File: src/rtl/rggen_register_access_arbiter_pkg.sv
// Shared encodings for the register access arbiter and its bus adapters.
// FSM states, response status codes and a small one-hot helper.
package rggen_register_access_arbiter_pkg;

  typedef enum logic [1:0] {
    IDLE     = 2'd0,
    ACCESS   = 2'd1,
    RESPONSE = 2'd2
  } state_e;

  localparam logic [1:0] OKAY   = 2'b00;
  localparam logic [1:0] EXOKAY = 2'b01;
  localparam logic [1:0] SLVERR = 2'b10;
  localparam logic [1:0] DECERR = 2'b11;

  function automatic logic [1:0] idx_onehot(
    input logic idx
  );
    return idx ? 2'b10 : 2'b01;
  endfunction

endpackage

File: src/rtl/rggen_register_access_arbiter_if.sv
// Requester-side and shared register-bus signals of the access arbiter.
// master: the arbiter's view; slave: requesters plus register block.
interface rggen_register_access_arbiter_if #(
  parameter int ADDRESS_WIDTH = 8,
  parameter int DATA_WIDTH    = 32
);

  logic [1:0]                 req_valid;
  logic [1:0]                 req_ready;
  logic [1:0]                 req_write;
  logic [2*ADDRESS_WIDTH-1:0] req_address;
  logic [2*DATA_WIDTH-1:0]    req_write_data;
  logic [2*DATA_WIDTH-1:0]    req_strobe;
  logic [1:0]                 resp_valid;
  logic [1:0]                 resp_ready;
  logic [1:0]                 resp_status;
  logic [DATA_WIDTH-1:0]      resp_read_data;

  logic                       register_valid;
  logic                       register_write;
  logic [ADDRESS_WIDTH-1:0]   register_address;
  logic [DATA_WIDTH-1:0]      register_write_data;
  logic [DATA_WIDTH-1:0]      register_strobe;
  logic                       register_ready;
  logic [1:0]                 register_status;
  logic [DATA_WIDTH-1:0]      register_read_data;

  modport master (
    input  req_valid,
    output req_ready,
    input  req_write,
    input  req_address,
    input  req_write_data,
    input  req_strobe,
    output resp_valid,
    input  resp_ready,
    output resp_status,
    output resp_read_data,
    output register_valid,
    output register_write,
    output register_address,
    output register_write_data,
    output register_strobe,
    input  register_ready,
    input  register_status,
    input  register_read_data
  );

  modport slave (
    output req_valid,
    input  req_ready,
    output req_write,
    output req_address,
    output req_write_data,
    output req_strobe,
    input  resp_valid,
    output resp_ready,
    input  resp_status,
    input  resp_read_data,
    input  register_valid,
    input  register_write,
    input  register_address,
    input  register_write_data,
    input  register_strobe,
    output register_ready,
    output register_status,
    output register_read_data
  );

endinterface

File: src/rtl/rggen_round_robin_arbiter_2.sv
// Two-way round-robin grant: the requester that did not win last time
// has priority; a lone requester always wins.
module rggen_round_robin_arbiter_2 (
  input  logic [1:0] i_request,
  input  logic       i_last_grant,
  output logic [1:0] o_grant
);

  always_comb begin
    o_grant = 2'b00;
    unique case (1'b1)
      (i_request == 2'b11): o_grant = i_last_grant ? 2'b01 : 2'b10;
      (i_request == 2'b01): o_grant = 2'b01;
      (i_request == 2'b10): o_grant = 2'b10;
      default:              o_grant = 2'b00;
    endcase
  end

endmodule

File: src/rtl/rggen_register_access_arbiter.sv
// Shares one register bus between two requesters, one access at a time.
// Optional watchdog: RGGEN_REGISTER_ACCESS_ARBITER_TIMEOUT_EN.
module rggen_register_access_arbiter
  import rggen_register_access_arbiter_pkg::*;
#(
  parameter int ADDRESS_WIDTH  = 8,
  parameter int DATA_WIDTH     = 32,
  parameter int TIMEOUT_CYCLES = 64
)(
  input logic                             i_clk,
  input logic                             i_rst,
  rggen_register_access_arbiter_if.master bus_if
);

  localparam int AW = ADDRESS_WIDTH;
  localparam int DW = DATA_WIDTH;

  if (TIMEOUT_CYCLES < 2) begin : g_cfg_check
    $error("TIMEOUT_CYCLES must be at least 2");
  end

  state_e          state_q;
  state_e          state_d;
  logic            last_q;
  logic            last_d;
  logic            sel_q;
  logic            sel_d;
  logic            valid_q;
  logic            valid_d;
  logic            write_q;
  logic            write_d;
  logic [AW-1:0]   addr_q;
  logic [AW-1:0]   addr_d;
  logic [DW-1:0]   wdata_q;
  logic [DW-1:0]   wdata_d;
  logic [DW-1:0]   strobe_q;
  logic [DW-1:0]   strobe_d;
  logic [1:0]      resp_valid_q;
  logic [1:0]      resp_valid_d;
  logic [1:0]      status_q;
  logic [1:0]      status_d;
  logic [DW-1:0]   rdata_q;
  logic [DW-1:0]   rdata_d;

  logic [1:0]      grant;
  logic [1:0]      req_ready;
  logic            gidx;

`ifdef RGGEN_REGISTER_ACCESS_ARBITER_TIMEOUT_EN
  localparam int            CW       = $clog2(TIMEOUT_CYCLES);
  localparam logic [CW-1:0] CNT_LAST = CW'(TIMEOUT_CYCLES - 1);

  logic [CW-1:0]   cnt_q;
  logic [CW-1:0]   cnt_d;
`endif

  rggen_round_robin_arbiter_2 u_rr (
    .i_request    (bus_if.req_valid),
    .i_last_grant (last_q),
    .o_grant      (grant)
  );

  assign gidx      = grant[1];
  assign req_ready = (state_q == IDLE) ? grant : 2'b00;

  always_comb begin
    state_d      = state_q;
    last_d       = last_q;
    sel_d        = sel_q;
    valid_d      = valid_q;
    write_d      = write_q;
    addr_d       = addr_q;
    wdata_d      = wdata_q;
    strobe_d     = strobe_q;
    resp_valid_d = resp_valid_q;
    status_d     = status_q;
    rdata_d      = rdata_q;
`ifdef RGGEN_REGISTER_ACCESS_ARBITER_TIMEOUT_EN
    cnt_d        = cnt_q;
`endif
    unique case (state_q)
      IDLE: begin
        if (|(bus_if.req_valid & req_ready)) begin
          state_d  = ACCESS;
          last_d   = gidx;
          sel_d    = gidx;
          valid_d  = 1'b1;
          write_d  = bus_if.req_write[gidx];
          addr_d   = gidx ? bus_if.req_address[2*AW-1:AW]
                          : bus_if.req_address[AW-1:0];
          wdata_d  = gidx ? bus_if.req_write_data[2*DW-1:DW]
                          : bus_if.req_write_data[DW-1:0];
          strobe_d = gidx ? bus_if.req_strobe[2*DW-1:DW]
                          : bus_if.req_strobe[DW-1:0];
`ifdef RGGEN_REGISTER_ACCESS_ARBITER_TIMEOUT_EN
          cnt_d    = '0;
`endif
        end
      end
      ACCESS: begin
        // A real completion always wins over the watchdog.
        if (bus_if.register_ready) begin
          state_d      = RESPONSE;
          valid_d      = 1'b0;
          resp_valid_d = idx_onehot(sel_q);
          status_d     = bus_if.register_status;
          rdata_d      = write_q ? '0 : bus_if.register_read_data;
        end
`ifdef RGGEN_REGISTER_ACCESS_ARBITER_TIMEOUT_EN
        else if (cnt_q == CNT_LAST) begin
          state_d      = RESPONSE;
          valid_d      = 1'b0;
          resp_valid_d = idx_onehot(sel_q);
          status_d     = SLVERR;
          rdata_d      = '0;
        end else begin
          cnt_d        = cnt_q + CW'(1);
        end
`endif
      end
      RESPONSE: begin
        if (bus_if.resp_ready[sel_q]) begin
          state_d      = IDLE;
          resp_valid_d = 2'b00;
        end
      end
      default: begin
        state_d = IDLE;
      end
    endcase
  end

  always_ff @(posedge i_clk) begin
    if (i_rst) begin
      state_q      <= IDLE;
      last_q       <= 1'b1;
      sel_q        <= 1'b0;
      valid_q      <= 1'b0;
      write_q      <= 1'b0;
      addr_q       <= '0;
      wdata_q      <= '0;
      strobe_q     <= '0;
      resp_valid_q <= 2'b00;
      status_q     <= OKAY;
      rdata_q      <= '0;
`ifdef RGGEN_REGISTER_ACCESS_ARBITER_TIMEOUT_EN
      cnt_q        <= '0;
`endif
    end else begin
      state_q      <= state_d;
      last_q       <= last_d;
      sel_q        <= sel_d;
      valid_q      <= valid_d;
      write_q      <= write_d;
      addr_q       <= addr_d;
      wdata_q      <= wdata_d;
      strobe_q     <= strobe_d;
      resp_valid_q <= resp_valid_d;
      status_q     <= status_d;
      rdata_q      <= rdata_d;
`ifdef RGGEN_REGISTER_ACCESS_ARBITER_TIMEOUT_EN
      cnt_q        <= cnt_d;
`endif
    end
  end

  assign bus_if.req_ready           = req_ready;
  assign bus_if.resp_valid          = resp_valid_q;
  assign bus_if.resp_status         = status_q;
  assign bus_if.resp_read_data      = rdata_q;
  assign bus_if.register_valid      = valid_q;
  assign bus_if.register_write      = write_q;
  assign bus_if.register_address    = addr_q;
  assign bus_if.register_write_data = wdata_q;
  assign bus_if.register_strobe     = strobe_q;

endmodule

File: src/flat_wrapper.sv
// flat-port wrapper written by rule: the top's interface ports become plain ports
module rggen_register_access_arbiter_flat import rggen_register_access_arbiter_pkg::*;
#(
  parameter int ADDRESS_WIDTH  = 8,
  parameter int DATA_WIDTH     = 32,
  parameter int TIMEOUT_CYCLES = 64
)
  (i_clk, i_rst, bus_if_req_valid, bus_if_req_ready, bus_if_req_write, bus_if_req_address, bus_if_req_write_data, bus_if_req_strobe, bus_if_resp_valid, bus_if_resp_ready, bus_if_resp_status, bus_if_resp_read_data, bus_if_register_valid, bus_if_register_write, bus_if_register_address, bus_if_register_write_data, bus_if_register_strobe, bus_if_register_ready, bus_if_register_status, bus_if_register_read_data);
  rggen_register_access_arbiter_if #(.ADDRESS_WIDTH(ADDRESS_WIDTH), .DATA_WIDTH(DATA_WIDTH)) bus_if_i ();
  input logic i_clk;
  input logic i_rst;
  input wire logic [$bits(bus_if_i.req_valid)-1:0] bus_if_req_valid;
  output wire logic [$bits(bus_if_i.req_ready)-1:0] bus_if_req_ready;
  input wire logic [$bits(bus_if_i.req_write)-1:0] bus_if_req_write;
  input wire logic [$bits(bus_if_i.req_address)-1:0] bus_if_req_address;
  input wire logic [$bits(bus_if_i.req_write_data)-1:0] bus_if_req_write_data;
  input wire logic [$bits(bus_if_i.req_strobe)-1:0] bus_if_req_strobe;
  output wire logic [$bits(bus_if_i.resp_valid)-1:0] bus_if_resp_valid;
  input wire logic [$bits(bus_if_i.resp_ready)-1:0] bus_if_resp_ready;
  output wire logic [$bits(bus_if_i.resp_status)-1:0] bus_if_resp_status;
  output wire logic [$bits(bus_if_i.resp_read_data)-1:0] bus_if_resp_read_data;
  output wire logic [$bits(bus_if_i.register_valid)-1:0] bus_if_register_valid;
  output wire logic [$bits(bus_if_i.register_write)-1:0] bus_if_register_write;
  output wire logic [$bits(bus_if_i.register_address)-1:0] bus_if_register_address;
  output wire logic [$bits(bus_if_i.register_write_data)-1:0] bus_if_register_write_data;
  output wire logic [$bits(bus_if_i.register_strobe)-1:0] bus_if_register_strobe;
  input wire logic [$bits(bus_if_i.register_ready)-1:0] bus_if_register_ready;
  input wire logic [$bits(bus_if_i.register_status)-1:0] bus_if_register_status;
  input wire logic [$bits(bus_if_i.register_read_data)-1:0] bus_if_register_read_data;
  assign bus_if_i.req_valid = bus_if_req_valid;
  assign bus_if_req_ready = bus_if_i.req_ready;
  assign bus_if_i.req_write = bus_if_req_write;
  assign bus_if_i.req_address = bus_if_req_address;
  assign bus_if_i.req_write_data = bus_if_req_write_data;
  assign bus_if_i.req_strobe = bus_if_req_strobe;
  assign bus_if_resp_valid = bus_if_i.resp_valid;
  assign bus_if_i.resp_ready = bus_if_resp_ready;
  assign bus_if_resp_status = bus_if_i.resp_status;
  assign bus_if_resp_read_data = bus_if_i.resp_read_data;
  assign bus_if_register_valid = bus_if_i.register_valid;
  assign bus_if_register_write = bus_if_i.register_write;
  assign bus_if_register_address = bus_if_i.register_address;
  assign bus_if_register_write_data = bus_if_i.register_write_data;
  assign bus_if_register_strobe = bus_if_i.register_strobe;
  assign bus_if_i.register_ready = bus_if_register_ready;
  assign bus_if_i.register_status = bus_if_register_status;
  assign bus_if_i.register_read_data = bus_if_register_read_data;
  rggen_register_access_arbiter #(.ADDRESS_WIDTH(ADDRESS_WIDTH), .DATA_WIDTH(DATA_WIDTH), .TIMEOUT_CYCLES(TIMEOUT_CYCLES)) u_core (.i_clk(i_clk), .i_rst(i_rst), .bus_if(bus_if_i));
endmodule
File: config.mk
export PLATFORM = sky130hd
export DESIGN_NAME = rggen_register_access_arbiter_flat
export DESIGN_NICKNAME = d
export VERILOG_FILES = /design/src/rtl/rggen_register_access_arbiter_pkg.sv /design/src/rtl/rggen_register_access_arbiter_if.sv /design/src/rtl/rggen_round_robin_arbiter_2.sv /design/src/rtl/rggen_register_access_arbiter.sv /design/src/flat_wrapper.sv
export SDC_FILE = /design/constraint.sdc
export NUM_CORES = 1
export LEC_CHECK = 0
export CAP_MARGIN = 15
export CELL_PAD_IN_SITES_DETAIL_PLACEMENT = 0
export CELL_PAD_IN_SITES_GLOBAL_PLACEMENT = 1
export CORE_AREA = 2 2 202 105
export DETAILED_ROUTE_END_ITERATION = 16
export DIE_AREA = 0 0 204 107
export GPL_TIMING_DRIVEN = 1
export PLACE_DENSITY = 0.81
export SLEW_MARGIN = 20
export SYNTH_ARGS = -nofsm -noshare
export SYNTH_HDL_FRONTEND = slang
export SYNTH_SLANG_ARGS = --single-unit
File: constraint.sdc
create_clock -name i_clk -period 1.35 [get_ports i_clk]
set_input_delay 0.27 -clock i_clk [delete_from_list [all_inputs] [get_ports i_clk]]
set_output_delay 0.27 -clock i_clk [all_outputs]
set_load 0.005 [all_outputs]
==> impl_metrics.toml, run 1 <==
[critical_path]
critical_path.cell_chain = "buf_6, nor2_4, o211a_1, buf_2"
r2r_start = "u_core.last_q"
critPathSlowestCell = "dfxtp_4"
reg2reg_to = "u_core.bus_if.register_write_data[1]"
critical_path_arrival_ps = 1290
cpPeakStageDelay_ps = 360
cp-startpoint = "u_core.state_q[0]"
crit_buf_inv = 2
reg2reg_depth = 7
critical-path-top-delay-family = "flip-flops"
reg2reg_slack_ps = -130
critical_path_peak_fanout = 2
worst_setup_path_start_kind = "flop"
cp.required_ps = 1080
criticalPathCategory = "flop to output pin"
endpoint_kind = "output pin"

[synthesis]
syn_avg_cell_area_um2 = 8.94
syn_inst = 598
synth_ff_type = "dfxtp_1"
yosysUniqueCellTypes = 24
synthTopCellsByArea = "dfxtp_1 (43%), a311oi_2 (20%), nand2_1 (13%)"
yosysMostFrequentCell = "nand2_1"
netlist_top_cells_count = "nand2_1 (184), dfxtp_1 (114), a21oi_1 (110)"
synth_top_area_cell = "dfxtp_1"
yosys_warnings = 0
ys_ff_latch = 114
async_reset_ff_share_pct = 0
ys_seq_area_share_pct = 42.7
synth_edf_count = 0
yosysTopAreaCellShare_pct = 42.7
syn_area_um2 = 5350
syn_nets = 785

[clock_tree]
cts_tree = "done"
cts_htree_levels = 4
root_buffer = "clkbuf_16"
cts.sinks = 114
cts_buffers = 17
clockBufferDepth = 2
clkLatencyLatePin_ps = 410
cts.clk_slew.worst_paths_ps = 60

[sta]
tightestPinTransition_ps = 418
fin_crit_ps = 1560
slew_violations = 0
finClkSkew_ps = 7.33
period_share_pct = 115
rsz0062_at_grt = "yes"
setup_viol = 109
worst_slack_ps = -208
max_freq_ghz = 0.642
hold_viol_final = 0
slew_headroom_pct = 72.2

[final_layout]
diodes = 0
multi_input_area_um2 = 3300
final_area_um2 = 11000
fin_nets = 1130
drive_above_1_share_pct = 32.9
syn_to_final_growth_pct = 105
fillers = 1825
register_area_um2 = 2290

[power_and_ir_drop]
p_sw_share_pct = 28.5
cell_internal_pwr_w = 0.00915
p_clk_share_pct = 38.2
comb_power_share_pct = 31.3
p_leak_nw = 4.62
ir_drop_uv = 774
p_seq_share_pct = 30.5
p_per_area_nw_per_um2 = 1170
p_switching_w = 0.00365

[detailed_routing]
met1Wirelength_mm = 12.5
wl_met2_mm = 11.6
wl_mm = 26.6
drtAntennaViolNets = 0
drcViolationCount = 0
wl_per_cell_um = 21.7
vias_per_cell = 4.95
met3_length_mm = 2.24
maxUsedRoutingLayer = "met4"
initialDrtViolationCount = 338
first_pass_iters = 4
num_vias = 6080

[min_path]
min_from = "i_rst"
hold_class = "input pin to flop"
min_to = "u_core.state_q[0]"
min_path_cells = 2

[floorplan]
dieArea_um2 = 21800
start_util_pct = 26.6
placementRows = 37
fp.dieH_um = 107
die_x_um = 204
coreArea_um2 = 20100
io_pins = 299

[outcome]
violations = "negative setup slack"
outcome = "finished, violations left"

[global_route]
grt_usage_pct = 22.8
first_global_vias = 6178
overflow = 0
grt_max_degree = 43
antenna_found_initial = 0
grt_pass1_wl_mm = 37.2

[job]
drv_cap = 0

[placement]
placed_cell_area_um2 = 8770
place.gp.congestion = 0.809
portBuffers = 298
preCtsSetupSlack_ps = -905
dp_hpwl_mm = 14.9
-- final cells by class --
cell class,count,share of cell area (%)
inverter,2,0.0684
clock inverter,11,1.44
clock buffer,21,4.28
tap,273,3.11
sequential,114,20.9
multi-input combinational,418,30.0
timing repair buffer,390,40.2
-- timing repair --
item / CTS / global route
hold buffers: 0 / 0
resized for setup: 295 / 82
buffers inserted: 28 / 9
endpoints found under the setup margin: 189 / 116
pin swaps: 82 / 106
gates cloned: 23 / 9
-- layout by cell type, fill, tap and decap left out, drive strengths merged, types with 2 or more instances in the layout --
cell           count
nand2            184
clkdlybuf4s50    183
dfxtp            114
a21oi            110
dlygate4sd2      104
buf               86
a311oi            73
nand3b            36
clkbuf            33
clkinv             6
bufinv             4
clkdlybuf4s15      4
o32ai              2
inv                2
-- through the flow --
stage	instances	util (%)	total power, W	TNS [ps]	hold slack, ps
2_1_floorplan	598	-	0.00528	0	406
3_3_place_gp	1142	43.7	0.00694	-48960	438
6_report	1229	54.7	0.0128	-9420	290
3_5_place_dp	1142	43.7	0.00696	-51220	444
4_1_cts	1224	53.5	0.0127	-8840	263
5_1_grt	1229	54.7	0.0133	-15660	295
-- layer usage --
metal,global-route usage (%),vias to the layer above
met5,0,-
li1,-,2843
met1,30.3,2991
met4,5.43,0
met2,35.6,227
met3,7.78,19
-- cell families after synthesis --
kind of cell	after synthesis	synth area share, %
DFF	114	42.7
buffers and inverters	66	6.55
AOI/OAI and AO/OA	191	31.8
muxes	1	0.187
and+or+nand+nor	226	18.8
-- registers in the layout (all words and copies together), names as in the netlist --
signal / cells
u_core.sel_q: 1
u_core.bus_if.resp_status: 2
u_core.bus_if.resp_read_data: 32
u_core.bus_if.register_valid: 1
u_core.last_q: 1
u_core.bus_if.register_write_data: 32
u_core.state_q: 2
u_core.bus_if.register_write: 1
u_core.bus_if.register_address: 8
u_core.bus_if.resp_valid: 2
u_core.bus_if.register_strobe: 32
-- power groups by stage --
stage / Clock [W] / Combinational (W) / Sequential (W)
final: 0.00489 / 0.00400 / 0.00390
after CTS: 0.00496 / 0.00388 / 0.00389
after global routing: 0.00513 / 0.00423 / 0.00394
after global placement: 0 / 0.00300 / 0.00394
after floorplan: 0 / 0.00131 / 0.00397
after detailed placement: 0 / 0.00301 / 0.00395
-- worst max-delay path by stage --
stage               depth (start not counted)                                to  slack (ps)
floorplan                                   5  u_core.bus_if.register_strobe[0]         140
global placement                            4               bus_if_req_ready[1]        -820
detailed placement                          4               bus_if_req_ready[1]        -900
CTS                                         4               bus_if_req_ready[0]        -210
global route                                4               bus_if_req_ready[0]        -250
finish                                      4               bus_if_req_ready[0]        -210
(Power assumes the default switching activity.)
==> run 2, diff against run 1 <==
--- a/config.mk
+++ b/config.mk
@@ -17,3 +17,4 @@
 export SYNTH_ARGS = -nofsm -noshare
 export SYNTH_HDL_FRONTEND = slang
 export SYNTH_SLANG_ARGS = --single-unit
+export TNS_END_PERCENT = 5
==> run 2 against run 1 <==
Net effect:
- the flow still finishes with violations (negative setup slack)
- non-clock buffer count down 46
- maximum frequency up 1.6%
- largest power group unchanged
- design area down 14%
- wire length down 19%
- global-route usage down 3.6 points
- die area unchanged
- highest routed layer unchanged
==> impl_metrics.toml, run 2 (same netlist as run 1, synthesis figures left out) <==
[outcome]
outcome = "finished, violations left"
violations = "negative setup slack"

[min_path]
hold_class = "input pin to flop"

[critical_path]
worst_setup_path_start_kind = "flop"
crit_path_end = "bus_if_req_ready[0]"
r2r_start = "u_core.state_q[1]"
reg2reg_slack_ps = -130
critical_path_arrival_ps = 1260
reg2reg_to = "u_core.bus_if.register_address[0]"
reg2reg_depth = 6
criticalPathCategory = "flop to output pin"
cp.required_ps = 1080
cp-startpoint = "u_core.last_q"
critical_path_peak_fanout = 4
endpoint_kind = "output pin"

[clock_tree]
clkLatencyLatePin_ps = 410
root_buffer = "clkbuf_16"
cts_buffers = 17
cts.sinks = 114
cts_htree_levels = 4
cts_tree = "done"
clockBufferDepth = 2
cts.clk_slew.worst_paths_ps = 60

[sta]
max_freq_ghz = 0.652
fin_crit_ps = 1530
finClkSkew_ps = 8.44
setup_viol = 88
timing.hold.ws_ps = 282
hold_viol_final = 0
tightestPinTransition_ps = 391
period_share_pct = 114
slew_headroom_pct = 73.9
rsz0062_at_grt = "yes"
worst_slack_ps = -183
slew_violations = 0

[power_and_ir_drop]
comb_power_share_pct = 24.9
p_per_area_nw_per_um2 = 1220
p_sw_share_pct = 27.1
p_switching_w = 0.00315
p_clk_share_pct = 41.8
p_seq_share_pct = 33.4
p_leak_nw = 3.87
ir_drop_uv = 752
cell_internal_pwr_w = 0.00848

[floorplan]
coreArea_um2 = 20100
dieArea_um2 = 21800
fp.dieH_um = 107
io_pins = 299
placementRows = 37
die_x_um = 204
start_util_pct = 26.6

[global_route]
grt_usage_pct = 19.2
first_global_vias = 5738
grt_pass1_wl_mm = 32.3
grt_max_degree = 43
antenna_found_initial = 0
overflow = 0

[final_layout]
syn_to_final_growth_pct = 77.7
drive_above_1_share_pct = 20.1
fin_nets = 1084
stdcell_count = 1183
final_cell_mix = "nand2_1 (183), clkdlybuf4s50_1 (183), dfxtp_1 (109)"
diodes = 0

[detailed_routing]
wl_per_cell_um = 18.3
wl_mm = 21.7
num_vias = 5627
drtAntennaViolNets = 0
initialDrtViolationCount = 271
drcViolationCount = 0
vias_per_cell = 4.76
first_pass_iters = 4

[job]
drv_cap = 0

[placement]
place.gp.congestion = 0.809
dp_hpwl_mm = 14.9
dp.cells = 1142
portBuffers = 298
==> run 2: cell type report <==
type	count	area, um2
fill	1958	10600
timing repair buffer	344	3410
multi-input combinational	418	2820
sequential	114	2290
clock buffer	21	470
tap	273	342
clock inverter	11	158
inverter	2	7.51
==> run 2: worst min path at each step <==
stage	startpoint	end	slack, ps	cells after the start
floorplan	bus_if_register_status[0]	u_core.bus_if.resp_status[0]	410	2
global placement	u_core.bus_if.resp_read_data[24]	u_core.bus_if.resp_read_data[24]	440	2
detailed placement	u_core.bus_if.resp_read_data[13]	u_core.bus_if.resp_read_data[13]	440	2
CTS	i_rst	u_core.state_q[0]	260	2
global route	i_rst	u_core.bus_if.resp_status[0]	260	2
finish	i_rst	u_core.bus_if.resp_status[0]	280	2
==> run 2: timing repair <==
item                                    CTS  global route
endpoints found under the setup margin  189           109
gates cloned                              1             1
buffers inserted                          4             3
resized for setup                       136            28
endpoints found under the hold margin     0             0
hold buffers                              0             0
pin swaps                                 3            43
==> run 2: metrics by stage <==
stage	worst slack (ps)	area, um2	utilization, %	setup TNS, ps	total power [W]
finish	-183	9500	47.3	-7650	0.0116
global route	-252	9500	47.3	-15460	0.0122
CTS	-204	9360	46.6	-11010	0.0117
detailed placement	-905	8770	43.7	-51220	0.00696
global placement	-822	8770	43.7	-48960	0.00694
floorplan	135	5350	-	0	0.00528
==> run 2: power groups by stage <==
stage,logic [W],registers [W],clock network (W)
6_report,0.00289,0.00388,0.00485
5_1_grt,0.00312,0.00392,0.00512
3_5_place_dp,0.00301,0.00395,0
2_1_floorplan,0.00131,0.00397,0
4_1_cts,0.00284,0.00388,0.00496
3_3_place_gp,0.00300,0.00394,0
==> run 2: critical path, cell delays in order (launching register included) <==
cell and delay (ps):
dfxtp_2 330, buf_4 150, o211a_1 240, buf_2 130
==> run 2: routing by layer <==
layer	global-route usage, %	routed length (um)	up-vias
met2	30.2	9380	198
met5	0	0	-
met4	4.19	138	0
li1	-	-	2736
met1	24.6	10100	2683
met3	7.75	2020	10
